`src/rtl/msx_audio_mixer.sv`:
```
// msx_audio_mixer
//   Mixes the MSX sound sources (OPLL, OPL3, two SCC, PSG, turbo-R PCM and
//   tape monitor) into one signed 16-bit stereo pair at a fixed sample rate.
//   Pipeline: capture -> scale -> sum -> DC block + volume + saturate.
//   The output register is updated, and sample_stb_o pulses, 4 cycles after
//   each capture.
//
// Ports
//   clk_sys        system clock
//   reset          synchronous, active-high reset
//   opll_i         signed OPLL sample (mono, feeds both channels)
//   opl3_l_i/_r_i  signed OPL3 left / right
//   scc1_*/scc2_*  signed 15-bit SCC left / right for slot 1 and slot 2
//   psg_i          unsigned 9-bit PSG level, midscale 256
//   pcm_i          signed 8-bit turbo-R PCM
//   tape_i         cassette input bit
//   tape_en        enables the tape monitor
//   vol_i          master volume, 7 = full, 0 = mute
//   audio_l_o/_r_o signed mixed output
//   sample_stb_o   one-cycle pulse when the outputs update
module msx_audio_mixer #(
  parameter int CE_DIV   = 448,
  parameter int SUM_W    = 20,
  parameter int DC_BLOCK = 1,
  parameter int DC_SHIFT = 10
) (
  input  logic               clk_sys,
  input  logic               reset,
  input  logic signed [15:0] opll_i,
  input  logic signed [15:0] opl3_l_i,
  input  logic signed [15:0] opl3_r_i,
  input  logic signed [14:0] scc1_l_i,
  input  logic signed [14:0] scc1_r_i,
  input  logic signed [14:0] scc2_l_i,
  input  logic signed [14:0] scc2_r_i,
  input  logic        [8:0]  psg_i,
  input  logic signed [7:0]  pcm_i,
  input  logic               tape_i,
  input  logic               tape_en,
  input  logic        [2:0]  vol_i,
  output logic signed [15:0] audio_l_o,
  output logic signed [15:0] audio_r_o,
  output logic               sample_stb_o
);

  localparam int CNT_W = (CE_DIV > 1) ? $clog2(CE_DIV) : 1;
  localparam int Y_W   = SUM_W + 1;              // x - dc needs one extra bit
  localparam int ACC_W = SUM_W + DC_SHIFT + 1;   // dc with DC_SHIFT fraction bits

  localparam logic signed [SUM_W-1:0] PSG_MID = SUM_W'(16384);
  localparam logic signed [SUM_W-1:0] TAPE_HI = SUM_W'(4096);
  localparam logic signed [SUM_W-1:0] TAPE_LO = -SUM_W'(4096);
  localparam logic signed [Y_W-1:0]   OUT_MAX = Y_W'(32767);
  localparam logic signed [Y_W-1:0]   OUT_MIN = -Y_W'(32768);

  // Sample divider
  logic [CNT_W-1:0] div_cnt;
  logic             capture;

  assign capture = (div_cnt == CNT_W'(CE_DIV - 1));

  // Divider counts 0..CE_DIV-1 and wraps
  always_ff @(posedge clk_sys) begin
    if (reset) begin
      div_cnt <= '0;
    end else if (capture) begin
      div_cnt <= '0;
    end else begin
      div_cnt <= div_cnt + CNT_W'(1);
    end
  end

  // Stage 0: input capture
  logic               valid0;
  logic signed [15:0] s0_opll, s0_opl3_l, s0_opl3_r;
  logic signed [14:0] s0_scc1_l, s0_scc1_r, s0_scc2_l, s0_scc2_r;
  logic        [8:0]  s0_psg;
  logic signed [7:0]  s0_pcm;
  logic               s0_tape, s0_tape_en;
  logic        [2:0]  s0_vol;

  // Inputs are only looked at on the capture cycle
  always_ff @(posedge clk_sys) begin
    if (reset) begin
      valid0     <= 1'b0;
      s0_opll    <= '0;
      s0_opl3_l  <= '0;
      s0_opl3_r  <= '0;
      s0_scc1_l  <= '0;
      s0_scc1_r  <= '0;
      s0_scc2_l  <= '0;
      s0_scc2_r  <= '0;
      s0_psg     <= '0;
      s0_pcm     <= '0;
      s0_tape    <= 1'b0;
      s0_tape_en <= 1'b0;
      s0_vol     <= '0;
    end else begin
      valid0 <= capture;
      if (capture) begin
        s0_opll    <= opll_i;
        s0_opl3_l  <= opl3_l_i;
        s0_opl3_r  <= opl3_r_i;
        s0_scc1_l  <= scc1_l_i;
        s0_scc1_r  <= scc1_r_i;
        s0_scc2_l  <= scc2_l_i;
        s0_scc2_r  <= scc2_r_i;
        s0_psg     <= psg_i;
        s0_pcm     <= pcm_i;
        s0_tape    <= tape_i;
        s0_tape_en <= tape_en;
        s0_vol     <= vol_i;
      end
    end
  end

  // Stage 1: scale every source to SUM_W signed
  logic signed [SUM_W-1:0] sc_scc1_l, sc_scc1_r, sc_scc2_l, sc_scc2_r;
  logic signed [SUM_W-1:0] sc_psg, sc_pcm, sc_tape;

  // Combinational scaling of the captured sources
  always_comb begin
    // SCC is 15 bits: sign-extend then double to match the 16-bit sources
    sc_scc1_l = {{(SUM_W-16){s0_scc1_l[14]}}, s0_scc1_l, 1'b0};
    sc_scc1_r = {{(SUM_W-16){s0_scc1_r[14]}}, s0_scc1_r, 1'b0};
    sc_scc2_l = {{(SUM_W-16){s0_scc2_l[14]}}, s0_scc2_l, 1'b0};
    sc_scc2_r = {{(SUM_W-16){s0_scc2_r[14]}}, s0_scc2_r, 1'b0};
    // PSG is unsigned; re-centre so level 256 contributes nothing
    sc_psg    = $signed({{(SUM_W-16){1'b0}}, 1'b0, s0_psg, 6'b000000}) - PSG_MID;
    sc_pcm    = {{(SUM_W-16){s0_pcm[7]}}, s0_pcm, 8'h00};
    if (!s0_tape_en) begin
      sc_tape = '0;
    end else if (s0_tape) begin
      sc_tape = TAPE_HI;
    end else begin
      sc_tape = TAPE_LO;
    end
  end

  logic                    valid1;
  logic signed [SUM_W-1:0] s1_opll, s1_opl3_l, s1_opl3_r;
  logic signed [SUM_W-1:0] s1_scc1_l, s1_scc1_r, s1_scc2_l, s1_scc2_r;
  logic signed [SUM_W-1:0] s1_psg, s1_pcm, s1_tape;
  logic        [2:0]       s1_vol;

  // Stage 1 register
  always_ff @(posedge clk_sys) begin
    if (reset) begin
      valid1    <= 1'b0;
      s1_opll   <= '0;
      s1_opl3_l <= '0;
      s1_opl3_r <= '0;
      s1_scc1_l <= '0;
      s1_scc1_r <= '0;
      s1_scc2_l <= '0;
      s1_scc2_r <= '0;
      s1_psg    <= '0;
      s1_pcm    <= '0;
      s1_tape   <= '0;
      s1_vol    <= '0;
    end else begin
      valid1    <= valid0;
      s1_opll   <= SUM_W'(s0_opll);
      s1_opl3_l <= SUM_W'(s0_opl3_l);
      s1_opl3_r <= SUM_W'(s0_opl3_r);
      s1_scc1_l <= sc_scc1_l;
      s1_scc1_r <= sc_scc1_r;
      s1_scc2_l <= sc_scc2_l;
      s1_scc2_r <= sc_scc2_r;
      s1_psg    <= sc_psg;
      s1_pcm    <= sc_pcm;
      s1_tape   <= sc_tape;
      s1_vol    <= s0_vol;
    end
  end

  // Stage 2: full-precision sum (worst case stays well inside SUM_W)
  logic                    valid2;
  logic signed [SUM_W-1:0] sum [2];
  logic        [2:0]       s2_vol;

  // Stage 2 register; index 0 is left, 1 is right
  always_ff @(posedge clk_sys) begin
    if (reset) begin
      valid2 <= 1'b0;
      sum[0] <= '0;
      sum[1] <= '0;
      s2_vol <= '0;
    end else begin
      valid2 <= valid1;
      sum[0] <= s1_opll + s1_opl3_l + s1_scc1_l + s1_scc2_l + s1_psg + s1_pcm + s1_tape;
      sum[1] <= s1_opll + s1_opl3_r + s1_scc1_r + s1_scc2_r + s1_psg + s1_pcm + s1_tape;
      s2_vol <= s1_vol;
    end
  end

  // Stage 3: DC block, volume, saturation
  logic signed [ACC_W-1:0] dc_acc [2];
  logic signed [Y_W-1:0]   dc_s   [2];
  logic signed [Y_W-1:0]   y_s    [2];
  logic signed [Y_W-1:0]   v_s    [2];
  logic signed [15:0]      sat_s  [2];

  // Per-channel DC removal, volume shift and symmetric clamp
  always_comb begin
    for (int c = 0; c < 2; c++) begin
      // dc_acc holds dc scaled by 2^DC_SHIFT, so adding y realises dc += y>>>DC_SHIFT
      dc_s[c] = Y_W'(dc_acc[c] >>> DC_SHIFT);
      if (DC_BLOCK != 0) begin
        y_s[c] = Y_W'(sum[c]) - dc_s[c];
      end else begin
        y_s[c] = Y_W'(sum[c]);
      end
      if (s2_vol == 3'd0) begin
        v_s[c] = '0;
      end else begin
        v_s[c] = y_s[c] >>> (3'd7 - s2_vol);
      end
      if (v_s[c] > OUT_MAX) begin
        sat_s[c] = 16'sh7fff;
      end else if (v_s[c] < OUT_MIN) begin
        sat_s[c] = 16'sh8000;
      end else begin
        sat_s[c] = v_s[c][15:0];
      end
    end
  end

  // Output register and DC tracking state
  always_ff @(posedge clk_sys) begin
    if (reset) begin
      audio_l_o    <= '0;
      audio_r_o    <= '0;
      sample_stb_o <= 1'b0;
      dc_acc[0]    <= '0;
      dc_acc[1]    <= '0;
    end else begin
      sample_stb_o <= valid2;
      if (valid2) begin
        audio_l_o <= sat_s[0];
        audio_r_o <= sat_s[1];
        if (DC_BLOCK != 0) begin
          dc_acc[0] <= dc_acc[0] + ACC_W'(y_s[0]);
          dc_acc[1] <= dc_acc[1] + ACC_W'(y_s[1]);
        end
      end
    end
  end

endmodule

```
`config.mk`:
```
export PLATFORM = sky130hd
export DESIGN_NAME = msx_audio_mixer
export DESIGN_NICKNAME = d
export VERILOG_FILES = /design/src/rtl/msx_audio_mixer.sv
export SDC_FILE = /design/constraint.sdc
export NUM_CORES = 1
export LEC_CHECK = 0
export CORE_AREA = 10 10 228 230
export CTS_BUF_LIST = sky130_fd_sc_hd__clkbuf_4
export CTS_CLUSTER_SIZE = 14
export DETAILED_ROUTE_END_ITERATION = 8
export DIE_AREA = 0 0 238 240
export GPL_ROUTABILITY_DRIVEN = 1
export PLACE_DENSITY = 0.69
export REMOVE_ABC_BUFFERS = 1
export SKIP_CTS_REPAIR_TIMING = 1
export SLEW_MARGIN = 10
export SYNTH_ARGS = -nofsm -noshare
export SYNTH_HDL_FRONTEND = slang
export SYNTH_SLANG_ARGS = --single-unit
```
`constraint.sdc`:
```
create_clock -name clk_sys -period 6.4 [get_ports clk_sys]
set_input_delay 1.28 -clock clk_sys [delete_from_list [all_inputs] [get_ports clk_sys]]
set_output_delay 1.28 -clock clk_sys [all_outputs]
set_load 0.005 [all_outputs]
```
# Yosys cells after proc, flatten, opt, wreduce, memory -nomap -nowiden
# Memories as Yosys holds them, arrays and structs flattened.
# Index checks and enable logic that the tools add are counted.
[totals]
regBits = 349
latchBits = 0
ram_bits = 102
romBits = 0
in_bits = 132
wordCells = 89
n_memories = 2
[mem_list]
columns = ["memory", "depth", "width", "read_ports", "rd_ports_with_merged_regs", "wr", "line", "text"]
rows = [
  ["dc_acc", 2, 31, 2, 0, 2, "198", "logic signed [ACC_W-1:0] dc_acc [2];"],
  ["sum", 2, 20, 2, 0, 2, "179", "logic signed [SUM_W-1:0] sum [2];"],
]
[op_classes]
add_sub_neg = 19
mul = 0
div_mod_pow = 0
magnitude_cmp = 4
n_eq_ne = 1
n_shift = 2
muxes = 17
bitwise_logic = 5
reduce_logical = 3
[ops]
columns = ["operator", "n"]
rows = [
  ["$mux W16", 4],
  ["$add A31 B21 Y31", 2],
  ["$mux W31", 2],
  ["$mux W20", 3],
  ["$gt A21 B16 Y1 const B", 2],
  ["$lt A21 B16 Y1 const B", 2],
  ["$mux W21", 2],
  ["$sshr A21 B3 Y21", 2],
  ["$sub A20 B21 Y21", 2],
  ["$add A19 B20 Y20", 2],
  ["$add A20 B16 Y20", 2],
  ["$add A20 B20 Y20", 2],
  ["$add A18 B16 Y19", 2],
  ["$add A17 B16 Y18", 2],
  ["$add A16 B16 Y17", 2],
  ["$sub A15 B15 Y16 const B", 1],
  ["$add A9 B1 Y9 const B", 1],
  ["$eq A9 B9 Y1 const B", 1],
  ["$mux W1", 6],
  ["$or A1 B1 Y1", 4],
  ["$reduce_or A2 Y1", 2],
  ["$logic_not A3 Y1", 1],
  ["$sub A3 B3 Y3 const A", 1],
  ["$not A1 Y1", 1],
]

# Logic depth before layout (Yosys ltp)
[logic_depth]
word_depth = 7
ltp_mapped = 22
mapped_depth_nobuf = 22

# Least setup slack after synthesis
# OpenSTA, ideal clock, no wires.
[synth_path]
path_type = "register to register"
startpoint = "memory dc_acc[0][45] in the netlist's numbering"
endpoint = "memory dc_acc[0][61] in the netlist's numbering, data pin"
setup_time_ns = 0.258
arrival_ns = 4.317
path_slack_ns = 1.826
path_stages_with_launch = 20
n_path_buf = 0
period_less_slack_ns = 4.574
path_cell_list = "edfxtp_1 inv_1 ha_1 a21o_1 or4_1 o21a_1 a21o_1 a311oi_2 ha_1 a21o_1 a21o_1 a21oi_1 nor2b_1 a311oi_1 nand2b_1 o211ai_1 a211oi_1 o221ai_1 a21o_1 mux2i_1"
[synth_lines]
columns = ["element", "line"]
rows = [
  ["from (decl)", "198"],
]

==> results.md <==
Detailed routing:
- The first routing iteration left 1100 violations.
- The via total after detailed routing is roughly 18000.
- Dividing the detail-routed wire length by the instance count gives 16.4 µm.
- For this block, the routed nets add up to 54700 µm of wire.
- The first-pass iteration count of the detailed router is 7.
- In the routed design, unresolved DRC markers number 0.
- Using the TritonRoute via totals, the vias-per-cell ratio works out to around 5.3.
- The count of nets left with antenna violations once routing finished came out at 0.

STA:
- Static timing analysis puts the maximum clock frequency at 0.189 GHz.
- On the final layout, the worst clock skew is between 0.05 and 0.06 ns.
- Setup repair after global routing left no endpoint under its margin.
- The hold violation count in the final report is 0.
- At the pin with the least slew margin, the transition time is ~0.99 ns.
- The worst slew margin relative to its limit is 33.6%.
- The post-route clock period utilization is 82.6%.
- The final count of pins violating max slew came to 0.
- The accumulated negative setup slack is 0 ns.
- The setup-violating endpoint count in the final report is 0.
- Hold is met by roughly 0.41 ns.
- The worst path in the final design needs a cycle of 5.29 ns, including I/O delays and setup.

Clock tree:
- The depth of the CTS H-tree is 3.
- The number of buffers inserted during clock tree synthesis is around 110.
- The clock passes through at most 3 buffers.
- For the worst-skew pair, the clock arrives at the later sink with an insertion delay of around 0.86 ns.
- TritonCTS built the clock tree.
- The clock net in this run drives a total of 410 sinks.
- The clock transition at the registers of the reported paths is ~0.060 ns.
- The cell at the root of the clock tree is sky130_fd_sc_hd__clkbuf_4.

Place:
- Summed over all nets, the half-perimeter wirelength after detailed placement is between 40000 and 50000 µm.
- Input and output buffers added on the ports amount to approximately 160.
- At the end of routability-driven placement, the weighted congestion stood at 0.859.

Finish:
- After filler insertion, the fill cell instance count of the layout stands at 4322.
- The layout cell share with drive strength beyond 1 is 8.61%.
- The count of nets after finishing is 3058.
- The relative area change from synthesis to final layout is 14.0%.
- Summing all multi-input logic gate instances after layout gives 13600 µm².
- The sequential cell area in the final layout is ~9000 µm².

Critical path:
- The cell depth of the worst flop-to-flop path is 21.
- For the worst setup path, the data required time is roughly 7 ns.
- The biggest fanout along the worst timing path is 15.
- The worst setup path is launched from a register.
- STA puts the critical path data arrival time at 5.86 ns.
- The classification of the worst setup path is register to register.
- STA classifies the critical path endpoint as a register.

Pwr:
- The worst-case IR drop observed on VDD is 0.132 mV.
- The power per cell area is 210 nW/µm².
- Summing internal, switching and leakage power gives roughly 0.0056 W.
- The static leakage power is around 11 nW.

Die:
- The die is 238 µm wide.
- The site row count is 80.
- The initial utilization of the core area, before any placement, comes to between 40% and 50%.
- The die is around 240 µm tall.
- The total area inside the core boundary comes to between 40000 and 50000 µm².
- approximately 170 I/O pins were placed.
- The die area is 57100 µm².

Synthesis:
- The average footprint of a synthesized cell is around 9.5 µm².
- Sequential cells were found to cover between 30% and 40% of the synthesized design area.
- The number of register bits inferred by synthesis is around 400.
- The commonest cells after synthesis are 348 x sky130_fd_sc_hd__dfxtp_1, 348 x sky130_fd_sc_hd__nand2_1, 237 x sky130_fd_sc_hd__a21oi_1, 165 x sky130_fd_sc_hd__ha_1, 161 x sky130_fd_sc_hd__nor2_1.
- In the synthesized netlist, the number of instances is ~2500.
- The number of warnings printed during yosys synthesis is 0.
- The share of flip-flops with an asynchronous set or reset is 0%.
- Among all flip-flop cells after synthesis, the most frequent one is sky130_fd_sc_hd__dfxtp_1.
- The library cell occupying the most area in the post-synthesis netlist is sky130_fd_sc_hd__dfxtp_1.
- In this run, distinct cell masters in the synthesized netlist total ~110.
- The area share of the largest cell type after synthesis is between 20% and 30%.
- The mapped netlist covers 23400 µm².
- The synthesized design contains between 60 and 70 enable-type register cells.
- Ranked by total cell area, the synthesized netlist is headed by sky130_fd_sc_hd__dfxtp_1 30%, sky130_fd_sc_hd__fa_1 10%, sky130_fd_sc_hd__ha_1 8.8%.

Global routing:
- For this run the aggregate overflow at the end of global routing stands at 0.
- The overall track demand over capacity in global routing is about a fifth.
- The via count of the first global-routing pass is 18200.
- The first global-routing pass estimated 89500 µm of wire.
- The initial antenna violation count is 2.
- Entering global routing, the biggest net connects ~100 pins.

Run status:
- The run finished with clean final reports.

Worst hold path:
- The depth of the worst hold-timing path is 1.
- The tightest min-delay check is of the register to register type.

Job:
- The reported max-cap violation count is 0.
[where the power goes]
| group | switching [W] | leakage, nW | internal [W] |
|---|---|---|---|
| registers | 0.0000136 | 3.45 | 0.00263 |
| clock network | 0.00108 | 0.784 | 0.00111 |
| logic | 0.000434 | 7.11 | 0.000333 |
[registers in the layout, summed over array words and instances, names as in the netlist, 15 cells and up]
name,cells
s1_opl3_l,16
dc_acc,62
s0_scc1_r,15
s0_opl3_l,16
s0_opl3_r,16
s0_scc2_r,15
s1_scc1_l,15
s1_scc2_l,15
s0_opll,16
sum,40
s0_scc2_l,15
s0_scc1_l,15
audio_l_o,16
s1_scc1_r,15
s1_opll,16
s1_scc2_r,15
audio_r_o,16
s1_opl3_r,16
[worst max-delay path, stage by stage (launching register included)]
cell,delay [ns]
sky130_fd_sc_hd__edfxtp_1,0.40
sky130_fd_sc_hd__ha_1,0.23
sky130_fd_sc_hd__fa_1,0.41
sky130_fd_sc_hd__nand2b_1,0.18
sky130_fd_sc_hd__a21oi_1,0.24
sky130_fd_sc_hd__o21ai_2,0.16
sky130_fd_sc_hd__o211ai_1,0.20
sky130_fd_sc_hd__a21oi_1,0.13
sky130_fd_sc_hd__xnor3_1,0.27
sky130_fd_sc_hd__inv_1,0.52
sky130_fd_sc_hd__ha_1,0.42
sky130_fd_sc_hd__inv_1,0.08
sky130_fd_sc_hd__o21bai_1,0.09
sky130_fd_sc_hd__a21oi_1,0.17
sky130_fd_sc_hd__o21ai_0,0.11
sky130_fd_sc_hd__a21o_1,0.20
sky130_fd_sc_hd__a2111o_1,0.40
sky130_fd_sc_hd__o221ai_1,0.27
sky130_fd_sc_hd__nor3_1,0.11
sky130_fd_sc_hd__nor3_1,0.25
sky130_fd_sc_hd__xnor2_1,0.15
sky130_fd_sc_hd__nor2_1,0.05
[metal layers]
layer  GRT usage (%)  wire length, µm  vias up
met4            8.64             1690        0
met3            4.42             3230       95
met5               0                0        -
met1            23.9            25100     8293
met2            30.8            24600      440
li1                -                -     8911
[layout by cell type (no fill, tap or decap), types with 9 or more instances in the layout]
master / count
sky130_fd_sc_hd__clkinv_1: 27
sky130_fd_sc_hd__xor2_1: 47
sky130_fd_sc_hd__clkdlybuf4s50_1: 163
sky130_fd_sc_hd__nand2_1: 348
sky130_fd_sc_hd__inv_1: 113
sky130_fd_sc_hd__nand2b_1: 18
sky130_fd_sc_hd__a221o_1: 28
sky130_fd_sc_hd__clkbuf_4: 147
sky130_fd_sc_hd__or3_1: 11
sky130_fd_sc_hd__o21ai_0: 74
sky130_fd_sc_hd__nand4_1: 9
sky130_fd_sc_hd__nor2b_1: 152
sky130_fd_sc_hd__xnor2_1: 70
sky130_fd_sc_hd__fa_1: 120
sky130_fd_sc_hd__edfxtp_1: 62
sky130_fd_sc_hd__nand3_1: 28
sky130_fd_sc_hd__a21o_1: 53
sky130_fd_sc_hd__mux2_2: 10
sky130_fd_sc_hd__dfxtp_1: 346
sky130_fd_sc_hd__nor3_1: 25
sky130_fd_sc_hd__o21bai_1: 16
sky130_fd_sc_hd__and2_1: 14
sky130_fd_sc_hd__nor2_1: 160
sky130_fd_sc_hd__a31oi_1: 11
sky130_fd_sc_hd__o211ai_1: 24
sky130_fd_sc_hd__a211oi_1: 18
sky130_fd_sc_hd__ha_1: 165
sky130_fd_sc_hd__mux2i_1: 28
sky130_fd_sc_hd__o21a_1: 12
sky130_fd_sc_hd__a21oi_1: 237
sky130_fd_sc_hd__buf_4: 12
[cell type report]
cell class                 count  area share (%)
clock inverter                40           0.755
antenna                        1         0.00938
multi-input combinational   1829            50.9
sequential                   410            33.1
inverter                     117            1.65
tap                          615            2.89
clock buffer                 147            4.14
timing repair buffer         176            6.51
[stage by stage]
step	utilization (%)	setup slack, ns	std cells	cell area, µm²
floorplan	-	-2.13	2356	22800
global placement	53.5	1.33	3147	25300
detailed placement	53.5	1.20	3147	25300
CTS	56.3	1.18	3334	26700
global route	56.3	0.717	3335	26700
finish	56.3	1.11	3335	26700
[kinds of logic after synthesis]
logic type	after synthesis	share of synthesized area, %
simple gates	814	16.3
compound gates	568	16.0
flops	410	37.7
fa+ha+maj	287	19.2
buf+inv	229	4.29
xor+xnor	120	4.62
mux	40	1.88
[path summary, 6_finish.rpt]
kind	startpoint	end	slack, ns
hold reg to reg	s0_tape	s1_tape[18]	0.41
setup / recovery	dc_acc[0][10]	dc_acc[0][30]	1.11
hold / removal	s0_tape	s1_tape[18]	0.41
setup reg to reg	dc_acc[0][10]	dc_acc[0][30]	1.11
Note: power is estimated with default switching activity, not from simulation.
